## config.mk

```make
export PLATFORM = sky130hd
export DESIGN_NAME = xorshift128_range_gen
export DESIGN_NICKNAME = d
export VERILOG_FILES = /design/src/rtl/xorshift128_range_gen.sv
export SDC_FILE = /design/constraint.sdc
export NUM_CORES = 1
export LEC_CHECK = 0
export BUFFER_PORTS_ARGS = -buffer_cell sky130_fd_sc_hd__buf_2
export CAP_MARGIN = 20
export CORE_UTILIZATION = 50
export DETAILED_ROUTE_END_ITERATION = 12
export GPL_ROUTABILITY_DRIVEN = 0
export PLACE_DENSITY = 0.87
export SYNTH_ARGS = -nofsm -noshare
export SYNTH_HDL_FRONTEND = slang
export SYNTH_SLANG_ARGS = --single-unit
```

## constraint.sdc

```tcl
create_clock -name clk -period 3.5 [get_ports clk]
set_input_delay 0.7 -clock clk [delete_from_list [all_inputs] [get_ports clk]]
set_output_delay 0.7 -clock clk [all_outputs]
set_load 0.03 [all_outputs]
```

## src/rtl/xorshift128_range_gen.sv

```systemverilog
// ---------------------------------------------------------------------------
// xorshift128_range_gen
//
// Pseudo-random number source for the whack-a-mole game core. Four WIDTH-bit
// xorshift128 state words produce a raw value, and bounded rejection sampling
// turns it into a value in [0, range-1]. Requests and results use valid/ready
// handshakes.
//
// Ports:
//   clk        rising-edge clock
//   rst        synchronous active-high reset
//   seed_load  load seed_in this cycle (honoured only while idle)
//   seed_in    {x,y,z,w} seed; an all-zero seed selects INIT_SEED instead
//   req_valid  range request valid
//   req_ready  request accepted when req_valid && req_ready
//   req_range  exclusive upper bound of the requested result
//   rnd_valid  bounded result valid
//   rnd_ready  consumer accepts the result
//   rnd_data   bounded result
//   rnd_raw    w word of the state that produced rnd_data
//   busy       high whenever the generator is not idle
// ---------------------------------------------------------------------------
module xorshift128_range_gen #(
    parameter int           WIDTH     = 32,
    parameter int           OUT_W     = 4,
    parameter int           SH_A      = 11,
    parameter int           SH_B      = 8,
    parameter int           SH_C      = 19,
    parameter int           MAX_TRIES = 4,
    parameter bit           FREE_RUN  = 1'b1,
    parameter logic [127:0] INIT_SEED = 128'h12345678_23456789_34567890_456789AB
) (
    input  logic               clk,
    input  logic               rst,
    input  logic               seed_load,
    input  logic [4*WIDTH-1:0] seed_in,
    input  logic               req_valid,
    output logic               req_ready,
    input  logic [OUT_W-1:0]   req_range,
    output logic               rnd_valid,
    input  logic               rnd_ready,
    output logic [OUT_W-1:0]   rnd_data,
    output logic [WIDTH-1:0]   rnd_raw,
    output logic               busy
);

    localparam int TRY_W = (MAX_TRIES > 1) ? $clog2(MAX_TRIES) : 1;
    localparam logic [TRY_W-1:0] LAST_TRY = TRY_W'(MAX_TRIES - 1);

    // Each 32-bit field of INIT_SEED is zero-extended into a WIDTH-bit word.
    function automatic logic [4*WIDTH-1:0] expand_seed(input logic [127:0] s);
        logic [4*WIDTH-1:0] r;
        r = '0;
        for (int i = 0; i < 4; i++) begin
            r[i*WIDTH +: WIDTH] = WIDTH'(s[i*32 +: 32]);
        end
        return r;
    endfunction

    localparam logic [4*WIDTH-1:0] INIT_STATE = expand_seed(INIT_SEED);

    typedef enum logic [1:0] {
        ST_IDLE,
        ST_GEN,
        ST_VALID
    } state_t;

    state_t             state_q, state_d;
    logic [WIDTH-1:0]   x_q, y_q, z_q, w_q;
    logic [WIDTH-1:0]   x_d, y_d, z_d, w_d;
    logic [OUT_W-1:0]   range_q, range_d;
    logic [TRY_W-1:0]   try_cnt_q, try_cnt_d;
    logic               rnd_valid_q, rnd_valid_d;
    logic [OUT_W-1:0]   rnd_data_q, rnd_data_d;
    logic [WIDTH-1:0]   rnd_raw_q, rnd_raw_d;

    logic [WIDTH-1:0]   t;
    logic [WIDTH-1:0]   next_w;
    logic [OUT_W-1:0]   mask;
    logic [OUT_W-1:0]   cand;
    logic [4*WIDTH-1:0] load_val;

    // One xorshift128 step, and the candidate drawn from the stepped w word.
    // The mask is range-1 with every bit below its MSB set, i.e. the
    // smallest 2^k-1 covering all legal results.
    always_comb begin
        t      = x_q ^ (x_q << SH_A);
        next_w = w_q ^ (w_q >> SH_C) ^ t ^ (t >> SH_B);
        mask   = range_q - 1'b1;
        for (int i = 1; i < OUT_W; i = i * 2) begin
            mask = mask | (mask >> i);
        end
        if (range_q <= OUT_W'(1)) begin
            mask = '0;
        end
        cand     = next_w[OUT_W-1:0] & mask;
        load_val = (seed_in == '0) ? INIT_STATE : seed_in;
    end

    // Next-state logic for the request/generate/hold sequence.
    always_comb begin
        state_d     = state_q;
        x_d         = x_q;
        y_d         = y_q;
        z_d         = z_q;
        w_d         = w_q;
        range_d     = range_q;
        try_cnt_d   = try_cnt_q;
        rnd_valid_d = rnd_valid_q;
        rnd_data_d  = rnd_data_q;
        rnd_raw_d   = rnd_raw_q;

        case (state_q)
            ST_IDLE: begin
                if (seed_load) begin
                    {x_d, y_d, z_d, w_d} = load_val;
                end else begin
                    if (FREE_RUN) begin
                        {x_d, y_d, z_d, w_d} = {y_q, z_q, w_q, next_w};
                    end
                    if (req_valid) begin
                        range_d   = req_range;
                        try_cnt_d = '0;
                        state_d   = ST_GEN;
                    end
                end
            end

            ST_GEN: begin
                {x_d, y_d, z_d, w_d} = {y_q, z_q, w_q, next_w};
                // On the last permitted try the out-of-range candidate is
                // folded down by range; mask < 2*range keeps it in bounds.
                if (range_q <= OUT_W'(1)) begin
                    rnd_data_d  = '0;
                    rnd_raw_d   = next_w;
                    rnd_valid_d = 1'b1;
                    state_d     = ST_VALID;
                end else if (cand < range_q) begin
                    rnd_data_d  = cand;
                    rnd_raw_d   = next_w;
                    rnd_valid_d = 1'b1;
                    state_d     = ST_VALID;
                end else if (try_cnt_q == LAST_TRY) begin
                    rnd_data_d  = cand - range_q;
                    rnd_raw_d   = next_w;
                    rnd_valid_d = 1'b1;
                    state_d     = ST_VALID;
                end else begin
                    try_cnt_d = try_cnt_q + 1'b1;
                end
            end

            ST_VALID: begin
                if (rnd_ready) begin
                    rnd_valid_d = 1'b0;
                    state_d     = ST_IDLE;
                end
            end

            default: begin
                state_d = ST_IDLE;
            end
        endcase
    end

    always_ff @(posedge clk) begin
        if (rst) begin
            state_q              <= ST_IDLE;
            {x_q, y_q, z_q, w_q} <= INIT_STATE;
            range_q              <= '0;
            try_cnt_q            <= '0;
            rnd_valid_q          <= 1'b0;
            rnd_data_q           <= '0;
            rnd_raw_q            <= '0;
        end else begin
            state_q     <= state_d;
            x_q         <= x_d;
            y_q         <= y_d;
            z_q         <= z_d;
            w_q         <= w_d;
            range_q     <= range_d;
            try_cnt_q   <= try_cnt_d;
            rnd_valid_q <= rnd_valid_d;
            rnd_data_q  <= rnd_data_d;
            rnd_raw_q   <= rnd_raw_d;
        end
    end

    // A same-cycle seed load wins over a request, so the request is refused.
    assign req_ready = (state_q == ST_IDLE) && !seed_load;
    assign rnd_valid = rnd_valid_q;
    assign rnd_data  = rnd_data_q;
    assign rnd_raw   = rnd_raw_q;
    assign busy      = (state_q != ST_IDLE);

endmodule

```

After elaboration in Yosys (flattened, before gate mapping)
Index checks and enable logic that the tools add are counted.

word-level totals
  flip-flop bits (word level) = 173
  bits of input ports = 137
  output and inout port bits = 39
  word-level logic and storage cells = 80

cells by class
  add/sub/neg operators = 3
  $lt $le $gt $ge = 2
  equal/unequal tests = 10
  multiplexer cells = 34
  bitwise logic cells = 8
  reductions and logical operators = 13

operators by type and width
  cell                  number
  $pmux W32 S2          4
  $mux W32              7
  $logic_not A128 Y1    1
  $mux W128             1
  $xor A32 B32 Y32      2
  $xor A32 B13 Y32      1
  $xor A32 B24 Y32      1
  $mux W2               11
  $mux W4               4
  $ne A2 B2 Y1 const B  6
  $pmux W2 S3           1
  $reduce_and A3 Y1     2
  $reduce_and A6 Y1     1
  $reduce_bool A2 Y1    3
  $and A4 B4 Y4         1
  $eq A2 B2 Y1 const B  2
  $le A4 B1 Y1 const B  1
  $lt A4 B4 Y1          1
  $mux W1               4
  $ne A4 B4 Y1 const B  1
  $or A4 B2 Y4          1
  $or A4 B3 Y4          1
  $pmux W2 S2           1
  $reduce_and A4 Y1     1
  11 further kinds      11

Depth between registers and ports, before layout
  depth in word-level cells = 9
  mapped depth = 17
  mapped depth without buffers = 14

Least setup slack after synthesis
OpenSTA, ideal clock, no wires.

  path kind = register -> register
  start point = register range_q[1]
  end point = register state_q[1]
  library setup time = 87 ps
  data arrival time = 3202 ps
  data required time = 3413 ps
  path slack = 211 ps
  cell stages (with the launch flop) = 15
  buffers on the path = 1
  period minus slack after synthesis = 3289 ps
  path through = dfxtp_1 -> inv_1 -> ha_1 -> o41ai_1 -> a21oi_1 -> nand2b_1 -> ha_1 -> inv_1 -> fa_1 -> a21o_1 -> a21oi_1 -> buf_2 -> o32ai_1 -> or4b_1 -> o31ai_1

on the way
  cells in the longest elaborated chain, start to end = 9
  elaborated cells between the ends (all ways) = 12
  classes of those cells = add/sub: 1; order compare: 2; eq/ne: 1; mux: 4; bitwise: 3; reduce/logical: 1

RTL lines
  what                    line  source
  from (decl)             71    logic [OUT_W-1:0] range_q, range_d;
  from (signal assigned)  181   range_q <= range_d;
  $sub A4 B1 Y4           89    mask = range_q - 1'b1;
  $or A4 B3 Y4            91    mask = mask | (mask >> i);
  $or A4 B2 Y4            91
  $mux W4                 93    if (range_q <= OUT_W'(1)) begin
  $and A4 B4 Y4           96    cand = next_w[OUT_W-1:0] & mask;
  $lt A4 B4 Y1            138   end else if (cand < range_q) begin
  $mux W2                 138
  $mux W2                 133   if (range_q <= OUT_W'(1)) begin
  $pmux W2 S3             113   case (state_q)
  to (signal assigned)    176   state_q <= state_d;
  to (decl)               68    state_t state_q, state_d;

Several ways; a longest one is shown, not always the timed one.
A chain may end at the register's enable or synchronous reset.

Final worst setup path
  start point = register range_q[1]
  end point = register rnd_raw_q[22], in the netlist rnd_raw[22]

on the way
  cells in the longest elaborated chain, start to end = 8
  elaborated cells between the ends (all ways) = 11
  classes of those cells = add/sub: 1; order compare: 2; mux: 3; bitwise: 3; reduce/logical: 2

RTL lines
  what                                                             line  source
  $sub A4 B1 Y4                                                    89
  $or A4 B3 Y4                                                     91
  $or A4 B2 Y4                                                     91
  $mux W4                                                          93
  $and A4 B4 Y4                                                    96
  $lt A4 B4 Y1                                                     138
  $reduce_bool A3 Y1 (no line) / $mux W32 (equally long branches)  -
  $reduce_and A2 Y1 (no line) / $mux W32 (equally long branches)   -
  to (signal assigned)                                             185   rnd_raw_q <= rnd_raw_d;
  to (decl)                                                        75    logic [WIDTH-1:0] rnd_raw_q, rnd_raw_d;

Several ways; a longest one is shown, not always the timed one.

==> impl_metrics.json <==
{
  "final-hold-violation-count": 0,
  "drtIter0Drc": 1167,
  "critPathKind": "reg2reg",
  "fmax_mhz": 299.5,
  "grt_use_total": 0.3328,
  "syn-num-nets": 1263,
  "synth.top_cell.area_share": 0.3949,
  "htreeDepth": 4,
  "ys_seq_area_frac": 0.3949,
  "antenna_found_initial": 0,
  "reg2reg_to": "rnd_raw[22]",
  "cp_data_required_time_ns": 3.87,
  "wl_um": 30520,
  "slowest_delay_ns": 0.43,
  "skew_ns": 0.01370,
  "r2r_slack_ns": 0.16,
  "p_total_w": 0.007114,
  "powerDensity_mw_per_mm2": 673.4,
  "core_area_mm2": 0.01724,
  "synth-seq-cells": 173,
  "num_antenna_cells": 0,
  "start_util": 0.5088,
  "path_cells": "inv_1 > ha_1 > nor2_1 > nor3_4 > nand2b_1 > ha_1 > inv_1 > fa_1 > a21o_1 > a21oi_4 > o31a_1 > buf_4 > clkbuf_16 > nand2_1 > a21oi_1",
  "dr.pass1.iters": 6,
  "worst_ir_drop_vdd_mv": 0.4674,
  "nFillCells": 1461,
  "wl_per_cell_um": 20.67,
  "sw_frac_of_total": 0.3730,
  "vias_per_cell": 6.318,
  "dp_cells": 1439,
  "drv_cap": 0,
  "overflow": 0,
  "worstSetupStartpoint": "range_q[1]",
  "grt_start_max_net_pins": 128,
  "cp-start-kind": "register",
  "area_growth_syn_to_layout_pct": 20.47,
  "internal_power_w": 0.004461,
  "fp.dieH_um": 134.4,
  "rows": 48,
  "reg2reg_from": "range_q[1]",
  "reg2reg_depth": 15,
  "place_hpwl_um": 21460,
  "async_reset_ff_frac": 0,
  "cts_root_buf": "clkbuf_16",
  "syn_inst": 1115,
  "fin_crit_ns": 3.339,
  "drive_above_1_share": 0.1966,
  "cp-end-kind": "register",
  "setup_tns_ns": 0,
  "final_net_count": 1386,
  "design.die.area_mm2": 0.01807,
  "clock-sinks": 173,
  "ys.flop_type": "dfxtp_1",
  "dpl-instance-area_mm2": 0.009833,
  "post_synth.cell_area_avg_um2": 7.865,
  "grt_pass1_wl_um": 45600,
  "yosys-top-cells-area": "dfxtp_1 39%, nand2_1 8.7%, xnor2_1 7.3%",
  "die_width_um": 134.4,
  "power_frac_seq": 0.371,
  "setup_violations": 0,
  "path_clk_slew_ns": 0.07,
  "multi_input_area_mm2": 0.004966,
  "path_max_fanout": 20,
  "power_frac_clock": 0.292,
  "fin_crit_sh": 0.9539,
  "pre_cts_slack_ns": -0.07953,
  "ys_warn_count": 0,
  "max_slew.worst_pin.slew_ns": 0.8531,
  "switching_power_w": 0.002653,
  "first_global_vias": 8367,
  "final_area_mm2": 0.01057,
  "vias": 9326,
  "critPathArrivalTime_ns": 3.71,
  "drc": 0,
  "clk_latency_ns": 0.45,
  "postRouteAntennaNets": 0,
  "status": "completed",
  "seqCellArea_mm2": 0.003466,
  "setup_slack_ns": 0.1613,
  "leakage_nw": 4.215,
  "min_path_type": "reg2reg",
  "cpMaxStageDelayCell": "fa_1",
  "ios": 176,
  "stdcell_count": 1476,
  "portBuffers": 175,
  "cts_tree": "built",
  "post-synth-top-area-cell": "dfxtp_1",
  "maxSlewHeadroom": 0.4301,
  "p_comb_frac": 0.337,
  "cts-buffers-inserted": 17,
  "synth_edf_count": 0,
  "crit_path_end": "rnd_raw[22]",
  "ctsHoldBuffers": 0,
  "slew_viol_final": 0,
  "cts_buffer_depth": 2,
  "yosysUniqueCellTypes": 50,
  "synth_area_mm2": 0.008770
}
==> critical path: cells and delay by family, from the launching register on <==
kind	cells	cell delay (ns)
buf+inv	4	0.54
fa+ha+maj	3	0.83
compound gates	4	0.83
flops	1	0.34
simple gates	4	0.74
==> cell usage in the layout (no fill, tap or decap), drive strengths merged, types with 4 or more instances in the layout <==
master	count
nor2b	4
buf	199
o21ai	103
dfxtp	173
nand3	6
a311oi	56
a211oi	64
nor4	34
a32oi	6
xnor2	73
bufinv	4
a21oi	105
ha	10
nand2	205
nor2	86
clkbuf	19
nand4	8
xor2	18
inv	16
a2111oi	7
o31ai	7
clkinv	4
nor3	8
==> worst min path at each step <==
stage	start	endpoint	slack, ns	cells after the start
2_1_floorplan	z_q[28]	z_q[28]	0.44	2
3_3_place_gp	rnd_raw[25]	rnd_raw[25]	0.44	2
3_5_place_dp	rnd_raw[13]	rnd_raw[13]	0.45	2
4_1_cts	rnd_raw[13]	rnd_raw[13]	0.45	2
5_1_grt	rnd_raw[27]	rnd_raw[27]	0.47	2
6_report	rnd_raw[13]	rnd_raw[13]	0.45	2
==> metal layers <==
metal	part of all wire	GRT usage
met1	0.39	0.4315
met2	0.45	0.5075
met3	0.11	0.07748
met4	0.053	0.1904
met5	0	0
==> stage by stage <==
| step | hold WS (ns) | utilization |
|---|---|---|
| floorplan | 0.4390 | - |
| global placement | 0.4381 | 0.5705 |
| detailed placement | 0.4461 | 0.5705 |
| CTS | 0.4550 | 0.6091 |
| global route | 0.4686 | 0.6130 |
| finish | 0.4527 | 0.6130 |
==> area by class of cell <==
cell class / count / share of cell area
repair buffers: 200 / 0.1108
clock buffers: 18 / 0.04062
clock inverters: 14 / 0.01954
inverters: 12 / 0.004263
flip-flops and latches: 173 / 0.3280
well taps: 225 / 0.02665
multi-input cells: 834 / 0.4700
==> state kept, by name (all words and copies together), names as in the netlist <==
name	flops
rnd_data	4
rnd_valid	1
try_cnt_q	2
z_q	32
rnd_raw	32
range_q	4
state_q	2
x_q	32
y_q	32
w_q	32
==> synthesized netlist by cell type (2+ instances only) <==
library cell  count
nor2b_1           4
clkbuf_1         69
dfxtp_1         173
or2_2             2
xor2_1           18
nor2_1           86
inv_1            11
nor4_1           32
nand3_1           6
a22oi_1           2
or4b_1            2
ha_1             10
o21ai_1          48
o21ai_0          55
xnor2_1          73
o2bb2ai_1         3
nor4_2            2
a21oi_1         105
o32ai_1           2
buf_1             7
nand4_1           8
buf_4             3
a211oi_1         64
nand2_1         204
buf_2            18
o21a_1            2
nor3_1            7
nand2b_1          3
a2111oi_0         7
a32oi_1           6
a2bb2oi_1         3
a21o_1            2
a311oi_1         56
o31ai_1           6
==> power by group through the flow <==
stage	clock network [W]	logic (W)	registers, W
final	0.00208	0.00240	0.00264
after global routing	0.00216	0.00256	0.00266
after CTS	0.00206	0.00230	0.00262
after detailed placement	0	0.00226	0.00265
after global placement	0	0.00221	0.00264
after floorplan	0	0.00149	0.00264
==> cell families (layout without fill, tap and decap cells) <==
kind of cell               Yosys count  in the layout  share of synthesized area
muxes                                1              1                   0.001141
DFF                                173            173                     0.3949
xor gates and xnor gates            92             92                    0.09345
and+or+nand+nor                    361            361                     0.1761
adders and majority gates           11             11                    0.01655
buffers and inverters              109            244                    0.05051
AOI/OAI and AO/OA                  368            369                     0.2674
==> what timing repair did <==
action | 4_1_cts | 5_1_grt
buffers inserted | 0 | 2
pin swaps | 1 | 2
gates cloned | 1 | 1
resized for setup | 3 | 4
endpoints found under the setup margin | 2 | 39
(Power assumes the default switching activity.)
